[config.mk]
export PLATFORM = sky130hd
export DESIGN_NAME = cook_timer
export DESIGN_NICKNAME = d
export VERILOG_FILES = /design/src/rtl/cook_timer.sv
export SDC_FILE = /design/constraint.sdc
export NUM_CORES = 1
export LEC_CHECK = 0
export ABC_CLOCK_PERIOD_IN_PS = 1800
export CAP_MARGIN = 20
export CORE_MARGIN = 8
export CORE_UTILIZATION = 43
export CTS_CLUSTER_DIAMETER = 200
export DETAILED_ROUTE_END_ITERATION = 8
export PLACE_DENSITY = 0.74
export SETUP_SLACK_MARGIN = 0.05
export SLEW_MARGIN = 30
export SYNTH_ARGS = -nofsm -noshare
export SYNTH_HDL_FRONTEND = slang
export SYNTH_SLANG_ARGS = --single-unit
[constraint.sdc]
create_clock -name clk -period 1.8 [get_ports clk]
set_input_delay 0.36 -clock clk [delete_from_list [all_inputs] [get_ports clk]]
set_output_delay 0.36 -clock clk [all_outputs]
set_load 0.005 [all_outputs]
[src/rtl/cook_timer.sv]
// Cook-time down-counter for the microwave controller's heat/done handshake.
// It counts a loaded tick count down while Heat is high and raises done at zero.
module cook_timer #(
  parameter int TICK_DIV = 4,
  parameter int TIME_W   = 8,
  parameter int MAX_TIME = 200
) (
  input  logic              clk,
  input  logic              sys_reset,
  input  logic              load,
  input  logic [TIME_W-1:0] time_in,
  input  logic              Heat,
  input  logic              Error,
  output logic              done,
  output logic [TIME_W-1:0] remaining,
  output logic              running,
  output logic              sat
);

  localparam int PRE_W = (TICK_DIV > 1) ? $clog2(TICK_DIV) : 1;
  localparam logic [PRE_W-1:0]  PRE_LAST = PRE_W'(TICK_DIV - 1);
  localparam logic [PRE_W-1:0]  PRE_ONE  = PRE_W'(1);
  localparam logic [TIME_W-1:0] MAX_T    = TIME_W'(MAX_TIME);
  localparam logic [TIME_W-1:0] TIME_ONE = TIME_W'(1);

  typedef enum logic [2:0] {
    IDLE,
    ARMED,
    RUN,
    PAUSE,
    FINISH
  } state_t;

  state_t            state, state_next;
  logic [PRE_W-1:0]  prescaler, prescaler_next;
  logic [TIME_W-1:0] remaining_next;
  logic              sat_next;
  logic              load_ok;

  function automatic logic [TIME_W-1:0] clamp_time(input logic [TIME_W-1:0] t);
    return (t > MAX_T) ? MAX_T : t;
  endfunction

  function automatic logic is_clamped(input logic [TIME_W-1:0] t);
    return (t > MAX_T);
  endfunction

  always_comb begin
    state_next     = state;
    prescaler_next = prescaler;
    remaining_next = remaining;
    sat_next       = sat;
    load_ok        = load && (time_in != '0);

    if (Error) begin
      state_next     = IDLE;
      prescaler_next = '0;
      remaining_next = '0;
    end else begin
      case (state)
        IDLE: begin
          if (load_ok) begin
            state_next     = ARMED;
            remaining_next = clamp_time(time_in);
            sat_next       = is_clamped(time_in);
          end
        end
        ARMED: begin
          if (load_ok) begin
            remaining_next = clamp_time(time_in);
            sat_next       = is_clamped(time_in);
          end
          if (Heat) begin
            state_next     = RUN;
            prescaler_next = '0;
          end
        end
        RUN: begin
          // A Heat drop on the terminal prescaler cycle pauses without ticking.
          if (!Heat) begin
            state_next = PAUSE;
          end else if (prescaler == PRE_LAST) begin
            prescaler_next = '0;
            if (remaining != '0) begin
              remaining_next = remaining - TIME_ONE;
              if (remaining == TIME_ONE) state_next = FINISH;
            end
          end else begin
            prescaler_next = prescaler + PRE_ONE;
          end
        end
        PAUSE: begin
          if (load_ok) begin
            remaining_next = clamp_time(time_in);
            sat_next       = is_clamped(time_in);
          end
          if (Heat) state_next = RUN;
        end
        FINISH: begin
          remaining_next = '0;
          if (!Heat) state_next = IDLE;
        end
        default: begin
          state_next     = IDLE;
          prescaler_next = '0;
          remaining_next = '0;
        end
      endcase
    end
  end

  // done/running are registered copies of the next-state decode.
  always_ff @(posedge clk) begin
    if (sys_reset) begin
      state     <= IDLE;
      prescaler <= '0;
      remaining <= '0;
      sat       <= 1'b0;
      done      <= 1'b0;
      running   <= 1'b0;
    end else begin
      state     <= state_next;
      prescaler <= prescaler_next;
      remaining <= remaining_next;
      sat       <= sat_next;
      done      <= (state_next == FINISH);
      running   <= (state_next == RUN);
    end
  end

endmodule
After elaboration in Yosys (flattened, before gate mapping)

Index checks and enable logic that the tools add are counted.
Widths: inputs -> output; s select.

Output and inout bits: 11
Flip-flop bits (word level): 16
Input port bits: 13
Logic and storage cells: 54

Equality and inequality tests: 13
Bitwise gates (word level): 2
Magnitude comparators: 1
Reductions and logical operators: 11
Add/subtract/negate cells: 2
Multiplexer cells: 19

Operator list:

| operator            | number |
|---|---|
| $mux 8              | 5 |
| $mux 3              | 8 |
| $pmux 8 s2          | 1 |
| $reduce_bool 8->1   | 2 |
| $pmux 3 s4          | 1 |
| $eq 3x2->1 const B  | 3 |
| $eq 8x1->1 const B  | 1 |
| $gt 8x8->1 const B  | 1 |
| $ne 2x2->1 const B  | 4 |
| $sub 8x1->8 const B | 1 |
| $eq 3x3->1 const B  | 2 |
| $mux 2              | 3 |
| $pmux 2 s3          | 1 |
| $reduce_and 3->1    | 2 |
| $reduce_or 3->1     | 2 |
| $reduce_and 4->1    | 1 |
| $reduce_or 2->1     | 2 |
| $eq 3x1->1 const B  | 1 |
| $logic_not 3->1     | 1 |
| $add 2x1->2 const B | 1 |
| $eq 2x2->1 const B  | 1 |
| $ne 2x1->1 const B  | 1 |
| $not 1->1           | 2 |
| $logic_and 1x1->1   | 1 |

Logic depth before layout (Yosys ltp)

Word-level depth: 8
Mapped depth: 7
Mapped depth without buffers: 7

Worst setup path before layout

No wires, ideal clock.

Path kind: input port to flip-flop
Start point: input time_in[3]
End point: register remaining[1]
Path slack: 0.042 ns
Data required time: 1.683 ns
Path buffers: 0
Cell stages on the path: 4
Setup time: 0.117 ns
Arrival: 1.641 ns
Cells stage by stage: or3_4 > o41a_1 > a32o_2 > a22o_2

Longest elaborated chain between the ends: 4
Elaborated cells between the ends (all ways): 8
Those cells by class: order compare (1); eq/ne (1); mux (3); reduce/logical (3)

Ends and longest elaborated chain:

| element                                         | RTL line | source |
|---|---|---|
| start, declared                                 | 11       | `input logic [TIME_W-1:0] time_in,` |
| $gt 8x8->1 or $reduce_bool 8->1 (tied branches) | 41, 53   |  |
| $mux 8 or $logic_and 1x1->1 (tied branches)     | 41, 53   |  |
| $mux 8 or $ne 2x1->1 (tied branches)            | --       |  |
| $pmux 8 s2 or $reduce_and 4->1 (tied branches)  | --       |  |
| end signal, assigned                            | 124      | `remaining <= remaining_next;` |
| end, declared                                   | 15       | `output logic [TIME_W-1:0] remaining,` |

Parallel ways exist; a longest one is shown, timed or not. The select of a mux whose other input is x is not followed.
A chain may end at the register's enable or synchronous reset.

Worst setup path in the final report

Start point: input time_in[1]
End point: register remaining[6]

Same word-level chain as after synthesis.

==> out/metrics.yaml <==
worst_setup_path:
  worstPathArrival_ps: 1980
  cp-end-kind: "flop"
  crit_fanout: 5
  cp.required_ps: 1990
  critPathKind: "in2reg"
  start_kind: "input port"
placed_design:
  portBuffers: 23
  dp.cells: 196
  hpwl_um: 2553
  gp_congestion: 0.9761
  postPlaceCellArea_um2: 1459
  place_ws_ps: -452.8
layout:
  final_cell_count_no_fill: 203
  fin_area_um2: 1551
  layout-area-overhead-vs-synth_pct: 56.96
  final_common_cell: "buf_4"
  drive_above_1_share_pct: 29.14
  nets: 193
  final_cell_mix: "buf_4 (31), nor2_1 (18), clkdlybuf4s50_1 (17)"
  antenna_cells: 0
pwr:
  power.density_nw_per_um2: 534.4
  leakage_uw: 0.0006299
  ir_drop_uv: 375.5
detailed_routing:
  top_layer: "met4"
  routed_wl_um: 3482
  drt_iter0_markers: 66
  drc: 0
  wl_met1_um: 1403
  drt.antenna.violating_nets: 0
  met2WireLength_um: 1741
  vias: 1219
  first_pass_iters: 4
  dr_wl_met3_um: 269
  via_per_inst: 6.005
  wl_per_cell_um: 17.15
sta:
  timing.fmax_mhz: 558.1
  hold_slack_ps: 478.4
  max_slew.worst_pin.slew_ps: 379.0
  setup_violations: 0
  skew_ps: 6.614
  drv_slew: 0
  slew_headroom_pct: 74.54
  finalHoldViolations: 0
  min_period_over_period_pct: 99.55
  period_minus_slack_ps: 1792
  rsz0062_at_grt: "yes"
  worst_slack_ps: 8.158
floorplanning:
  initial_core_util_pct: 45.12
  fp-row-count: 17
  dieHeight_um: 63.95
  dieArea_um2: 4089
  io_pins: 24
  core_um2: 2191
  die_w_um: 63.95
logic_synthesis:
  synth_cell_types: 39
  synth_area_um2: 988.4
  synth_largest_area_cell: "dfxtp_1"
  ys_seq_area_share_pct: 32.41
  syn_avg_cell_area_um2: 8.237
  yosysWarnings: 0
  ys_ff_latch: 16
  syn_inst: 120
  synth_nets: 137
  netlist.area_leader.share_pct: 32.41
  ys_top_cells_by_area: "dfxtp_1 (32%), nor2_1 (6.8%), ha_1 (5.1%)"
global_route:
  globalRoute.totalOverflow: 0
  grt_pass1_vias: 1214
  grt_usage_pct: 16.20
  grt_max_degree: 11
  antenna_found_initial: 0
  grt_pass1_wl_um: 5409
cts:
  clk_latency_ps: 300
  h-tree-depth: 1
  root_buffer: "clkbuf_4"
  cts_buffers: 3
  cts.sinks: 16
  cts_hold_buf: 0
  path_clk_slew_ps: 110
  clockBufferDepth: 2
  cts_tree: "done"
worst_hold_path:
  hp-class: "reg2reg"
outcome:
  status: "complete, no violations"
flow_run:
  cap_violations: 0
-- routing by layer --
metal / global-route usage [%] / up-vias
met5: 0 / -
met4: 5.850 / 0
met3: 4.181 / 12
met2: 28.23 / 62
met1: 18.55 / 569
li1: - / 576
-- synthesized netlist by cell type, drive strengths merged --
cell / number
o22ai: 2
a21oi: 8
or4b: 2
ha: 4
a32o: 4
a21boi: 1
or4: 1
xnor2: 2
a32oi: 3
nor4: 4
o2bb2ai: 2
a22oi: 1
inv: 2
dfxtp: 16
nand3: 6
or3: 4
or2: 1
nor2: 18
a31oi: 3
o41ai: 1
o21ai: 3
nand2: 12
and3b: 1
o31a: 1
a22o: 3
clkbuf: 3
mux2i: 2
nor2b: 1
o221ai: 1
nand2b: 1
o41a: 1
nor3: 4
nand4: 2
-- path summary, 6_finish.rpt --
check / from / end / slack (ps) / cells past startpoint
hold / removal: prescaler[1] / prescaler[1] / 480 / 2
hold reg to reg: prescaler[1] / prescaler[1] / 480 / 2
setup reg to reg: remaining[2] / remaining[6] / 50 / 6
setup / recovery: time_in[1] / remaining[6] / 8 / 6
-- through the flow --
step | utilization, % | total power, uW | TNS [ps]
2_1_floorplan | - | 462.9 | 0
3_3_place_gp | 66.59 | 566.2 | -4255
3_5_place_dp | 66.59 | 572.5 | -4677
4_1_cts | 69.33 | 829.5 | 0
5_1_grt | 70.82 | 864.0 | 0
6_report | 70.82 | 829.1 | 0
-- power breakdown --
part	total (uW)	internal [uW]	switching, uW
registers	373	361	11.3
logic	206	112	94.1
clock network	250	123	127
total	829	597	232
-- layout make-up --
| cell class | count | area (um2) |
|---|---|---|
| fill | 174 | 639.4 |
| inverter | 2 | 7.507 |
| sequential | 16 | 325.3 |
| timing repair buffer | 54 | 456.7 |
| clock buffer | 4 | 36.28 |
| multi-input combinational | 99 | 690.7 |
| tap | 28 | 35.03 |
-- logic make-up after synthesis --
family / after synthesis / synth area share, %
xor+xnor: 2 / 1.772
buf+inv: 5 / 1.899
mux: 2 / 2.025
fa+ha+maj: 4 / 5.063
simple gates: 57 / 31.27
compound gates: 34 / 25.57
flops: 16 / 32.41
-- what timing repair did --
action	4_1_cts	5_1_grt
pin swaps	5	6
resized for setup	10	6
setup buffers	1	2
setup endpoints to repair	12	6
-- worst max-delay path, cell delays in order --
cell	delay [ps]
dlygate4sd2_1	250
or3_4	370
o41a_1	430
a32o_2	280
a32oi_1	190
o21ai_1	100
-- sequential cells by signal, indices dropped and copies added, names as in the netlist --
| name | count |
|---|---|
| running | 1 |
| done | 1 |
| prescaler | 2 |
| sat | 1 |
| remaining | 8 |
| state | 3 |
Note: power is estimated with default switching activity, not from simulation.
